File: src/rtl/reg_file_dp.sv
// Dual-read, single-write register file with byte-enabled writes, write-first
// read bypass, out-of-range detection and a sequential clear-all sweep.
module reg_file_dp #(
    parameter int DATA_WIDTH = 16,
    parameter int DEPTH      = 8,
    parameter int ADDR_WIDTH = 3
) (
    input  logic                    CLK,
    input  logic                    RST,
    input  logic                    WrEn,
    input  logic [ADDR_WIDTH-1:0]   WrAddr,
    input  logic [DATA_WIDTH-1:0]   WrData,
    input  logic [DATA_WIDTH/8-1:0] WrBe,
    input  logic                    RdEnA,
    input  logic [ADDR_WIDTH-1:0]   RdAddrA,
    input  logic                    RdEnB,
    input  logic [ADDR_WIDTH-1:0]   RdAddrB,
    output logic [DATA_WIDTH-1:0]   RdDataA,
    output logic                    RdValidA,
    output logic [DATA_WIDTH-1:0]   RdDataB,
    output logic                    RdValidB,
    input  logic                    Clr,
    output logic                    Busy,
    output logic                    AddrErr
);

    localparam int LANES = DATA_WIDTH / 8;
    localparam logic [ADDR_WIDTH-1:0] LAST = ADDR_WIDTH'(DEPTH - 1);

    typedef enum logic {IDLE, CLEAR} state_t;

    state_t                state;
    logic [ADDR_WIDTH-1:0] cnt;
    logic [DATA_WIDTH-1:0] mem [DEPTH];

    logic                  wrReq, wrAccept, rdReqA, rdReqB;
    logic                  wrInRange, inRangeA, inRangeB;
    logic [DATA_WIDTH-1:0] wrBase, wrMerged, rdValA, rdValB;

    // A write is only considered when idle and not overtaken by a clear; reads
    // are serviced in the Clr cycle too and therefore see pre-clear contents.
    always_comb begin
        wrInRange = 32'(WrAddr)  < DEPTH;
        inRangeA  = 32'(RdAddrA) < DEPTH;
        inRangeB  = 32'(RdAddrB) < DEPTH;
        wrReq     = WrEn && !Busy && !Clr;
        wrAccept  = wrReq && wrInRange;
        rdReqA    = RdEnA && !Busy;
        rdReqB    = RdEnB && !Busy;

        wrBase   = wrInRange ? mem[WrAddr] : '0;
        wrMerged = wrBase;
        for (int i = 0; i < LANES; i++) begin
            if (WrBe[i]) begin
                wrMerged[8*i +: 8] = WrData[8*i +: 8];
            end
        end

        rdValA = '0;
        if (inRangeA) begin
            rdValA = (wrAccept && RdAddrA == WrAddr) ? wrMerged : mem[RdAddrA];
        end
        rdValB = '0;
        if (inRangeB) begin
            rdValB = (wrAccept && RdAddrB == WrAddr) ? wrMerged : mem[RdAddrB];
        end
    end

    // Storage, read registers and the clear FSM share one process because the
    // sweep and normal writes both update the array.
    always_ff @(posedge CLK or posedge RST) begin
        if (RST) begin
            for (int i = 0; i < DEPTH; i++) begin
                mem[i] <= '0;
            end
            state    <= IDLE;
            cnt      <= '0;
            Busy     <= 1'b0;
            RdDataA  <= '0;
            RdDataB  <= '0;
            RdValidA <= 1'b0;
            RdValidB <= 1'b0;
            AddrErr  <= 1'b0;
        end else begin
            RdValidA <= rdReqA;
            RdValidB <= rdReqB;
            if (rdReqA) begin
                RdDataA <= rdValA;
            end
            if (rdReqB) begin
                RdDataB <= rdValB;
            end
            AddrErr <= (wrReq && !wrInRange) || (rdReqA && !inRangeA) ||
                       (rdReqB && !inRangeB);

            case (state)
                IDLE: begin
                    if (Clr) begin
                        state <= CLEAR;
                        Busy  <= 1'b1;
                        cnt   <= '0;
                    end else if (wrAccept) begin
                        mem[WrAddr] <= wrMerged;
                    end
                end
                CLEAR: begin
                    mem[cnt] <= '0;
                    if (cnt == LAST) begin
                        state <= IDLE;
                        Busy  <= 1'b0;
                        cnt   <= '0;
                    end else begin
                        cnt <= cnt + 1'b1;
                    end
                end
            endcase
        end
    end

endmodule

File: config.mk
export PLATFORM = sky130hd
export DESIGN_NAME = reg_file_dp
export DESIGN_NICKNAME = d
export VERILOG_FILES = /design/src/rtl/reg_file_dp.sv
export SDC_FILE = /design/constraint.sdc
export NUM_CORES = 1
export LEC_CHECK = 0
export ABC_AREA = 0
export CAP_MARGIN = 40
export CORE_MARGIN = 2
export CORE_UTILIZATION = 45
export CTS_CLUSTER_SIZE = 28
export DETAILED_ROUTE_END_ITERATION = 16
export DONT_BUFFER_PORTS = 1
export GPL_TIMING_DRIVEN = 1
export PLACE_DENSITY = 0.67
export SYNTH_ARGS = -nofsm -noshare
export SYNTH_HDL_FRONTEND = slang
export SYNTH_SLANG_ARGS = --single-unit
File: constraint.sdc
create_clock -name CLK -period 5.2 [get_ports CLK]
set_input_delay 0.52 -clock CLK [delete_from_list [all_inputs] [get_ports CLK]]
set_output_delay 0.52 -clock CLK [all_outputs]
set_load 0.02 [all_outputs]
==> qor.csv <==
stage;metric;value;unit
final_layout;fin_area;10300;um^2
grt;grt_max_degree;87;
synth;netlist.area_leader.share;43.4;%
placement;dpl.hpwl;18200;um
final_layout;fin_util;49.2;%
sta;slew_headroom;35.6;%
cts;cts_setup_buffers;0;
synth;synth_area_leaders;dfrtp_1, mux4_2, a22o_1;
sta;fin_crit;2.79;ns
final_layout;fill_cells;1745;
worst_hold_path;holdPathStages;2;
worst_hold_path;worstHoldPathType;input pin to register;
grt;grt-busiest-layer;met2;
cts;ctsResizeCount;0;
synth;syn-cell-area;9630;um^2
cts;clkLatencyLatePin;0.44;ns
final_layout;synthToLayoutAreaGrowth;7.43;%
critical_path;crit_buf_inv;0;
drt;avgViaCountPerCell;7.39;
critical_path;path_cells;or4b_4 -> nor3_4 -> a41oi_2 -> a22o_1;
synth;yosysTopAreaCell;dfrtp_1;
sta;maxSlewViolCount;0;
final_layout;nets;726;
critical_path;startpoint_type;register;
die;fp.dieArea;22600;um^2
grt;grt_overflow;0;
sta;min_period_over_period;53.7;%
die;row_count;53;
synth;ys.flop_type;dfrtp_1;
grt;grt_pass1_wl;45700;um
synth;seq_area_frac_synth;43.4;%
placement;gp_congestion;0.870;
grt;met2_usage;40.6;%
final_layout;regArea;4180;um^2
critical_path;critPathSlowestCell;or4b_4;
critical_path;cp-end-kind;register;
synth;async_flop_share;100;%
die;start_util;45.8;%
synth;synth_commonest_cells;dfrtp_1, a22o_1, mux2i_1;
sta;clock.fmax;358;MHz
drt;drc;0;
critical_path;arrival;3.11;ns
sta;setup_slack;2.41;ns
pwr;p_leak;4.48;nW
cts;htree_num_levels;4;
drt;vias;7230;
grt;antenna_found_initial;4;
worst_hold_path;min_from;WrAddr[2];
cts;cts_tree;built;
sta;hold_viol;0;
grt;globalRouteTotalUtil;27.9;%
sta;worst_clock_skew;0.00998;ns
synth;yosysMostFrequentCell;dfrtp_1;
cts;cts_buffers;17;
sta;worstMarginPinSlew;0.963;ns
drt;drt-total-wl;30600;um
placement;port_buffers;0;
grt;grt.met3_usage;12.0;%
critical_path;crit_fanout;16;
run_status;status;complete, no violations;
final_layout;drive_gt1_share;20.5;%
sta;rsz0062_at_grt;false;
cts;root_buffer;clkbuf_16;
grt;use_met1;35.9;%
critical_path;max_stage_delay;0.73;ns
synth;yosysUniqueCellTypes;48;
cts;cts_sinks;167;
drt;wl_per_cell;31.2;um
critical_path;r2r_slack;2.41;ns
sta;fin_tns_setup;0;ns
final_layout;multi_input_area;4980;um^2
grt;grt_pass1_vias;7398;
critical_path;rr_startpoint;state;
pwr;ir_worst_vdd;0.235;mV
critical_path;cp_top_family;simple AND/OR/NAND/NOR gates;
sta;finalSetupViolCount;0;
synth;synth_cells;729;
synth;synth.net_count;765;
die;core;21000;um^2
synth;avgSynthCellArea;13.2;um^2
critical_path;r2r_end;mem[0];
cts;clk_pin_slew;0.06;ns
die;io_pins;69;
placement;pre_cts_slack;2.48;ns
synth;synth_seq_cells;167;
drt;initialDrtViolationCount;956;
pwr;p_per_area;352;nW/um^2
die;die_height;150;um
die;fp.dieW;150;um
critical_path;rr_worst_depth;4;
synth;yosys_warnings;0;
critical_path;critical_path_required;5.52;ns
drt;ant_nets;0;
critical_path;crit_type;register to register;
run;drv_cap;0;
worst_hold_path;whs_endpoint;mem[15];
drt;drt-pass1-iter-count;7;
synth;synth-edff-count;0;
pwr;p_total;0.00364;W
cts;cts.path.max_buffers;2;
placement;place_area;9740;um^2
cells by family (layout without fill, tap and decap cells):
| kind of cell | Yosys count | in the layout | synth area share, % |
|---|---|---|---|
| AND/OR/NAND/NOR | 76 | 76 | 4.99 |
| buffers and inverters | 90 | 64 | 4.92 |
| XOR/XNOR | 6 | 6 | 0.546 |
| flip-flops | 167 | 167 | 43.4 |
| multiplexers | 160 | 160 | 25.0 |
| AO/OA/AOI/OAI | 226 | 226 | 20.7 |
| other | 1 | 2 | 0.0389 |
| adder cells (fa/ha/maj) | 3 | 3 | 0.390 |
layer usage:
layer	routed length, um	share of wire (%)
met1	11300	37
met3	4380	14
met2	13600	44
met4	1210	4.0
met5	34	0.11
power breakdown:
part	total, W	internal [W]	switching, W	leakage (nW)
combinational	0.000778	0.000273	0.000505	1.88
clock	0.00129	0.000738	0.000553	0.286
sequential	0.00157	0.00140	0.000177	2.31
total	0.00364	0.00241	0.00124	4.48
layout make-up:
type / instances / share of cell area [%]
sequential: 167 / 40.4
clock buffer: 19 / 4.38
tap: 275 / 3.33
inverter: 11 / 0.447
clock inverter: 13 / 1.40
antenna: 1 / 0.0242
timing repair buffer: 21 / 1.92
multi-input combinational: 472 / 48.1
per-stage QoR:
stage,hold slack (ns),cells
after floorplan,0.488,729
after global placement,0.513,940
after detailed placement,0.370,945
after CTS,0.232,978
after global routing,0.247,978
final,0.245,979
worst max path at each step:
stage | slack [ns] | end | startpoint | cells after the start
finish | 2.41 | mem[0] | state | 4
global route | 2.32 | mem[11] | state | 4
CTS | 2.46 | mem[0] | state | 4
detailed placement | 2.48 | mem[0] | state | 4
global placement | 2.21 | mem[103] | state | 4
floorplan | 0.16 | Busy | RST | 1
sequential cells by signal, summed over array words and instances, names as in the netlist:
signal and count:
RdDataA 16, RdDataB 16, RdValidA 1, RdValidB 1
state 1, mem 128, Busy 1, cnt 3
worst register-to-register path: stages (launching register included):
cell and delay (ns):
dfrtp_1 0.54, or4b_4 0.73, nor3_4 0.66, a41oi_2 0.37
a22o_1 0.38
cell usage in the layout (no fill, tap or decap), types with 3 or more instances in the layout:
cell | Yosys | layout
o2bb2ai_1 | 8 | 8
a221o_1 | 29 | 29
a22o_1 | 122 | 122
nor3_4 | 7 | 7
ha_1 | 3 | 3
dfrtp_1 | 167 | 167
inv_6 | 0 | 4
mux4_2 | 64 | 64
clkbuf_16 | 0 | 17
nor2_1 | 34 | 34
or3_1 | 3 | 3
clkinvlp_4 | 0 | 3
mux2i_1 | 94 | 94
a21oi_2 | 3 | 3
buf_4 | 9 | 16
o31a_1 | 15 | 15
nand2b_1 | 16 | 16
nand2_1 | 3 | 3
clkinv_4 | 0 | 3
o22ai_1 | 32 | 32
xor2_1 | 6 | 6
inv_1 | 11 | 10
timing repair:
item,4_1_cts,5_1_grt
hold buffers,1,0
setup endpoints to repair,0,0
endpoints found under the hold margin,30,0
Note: power is estimated with default switching activity, not from simulation.
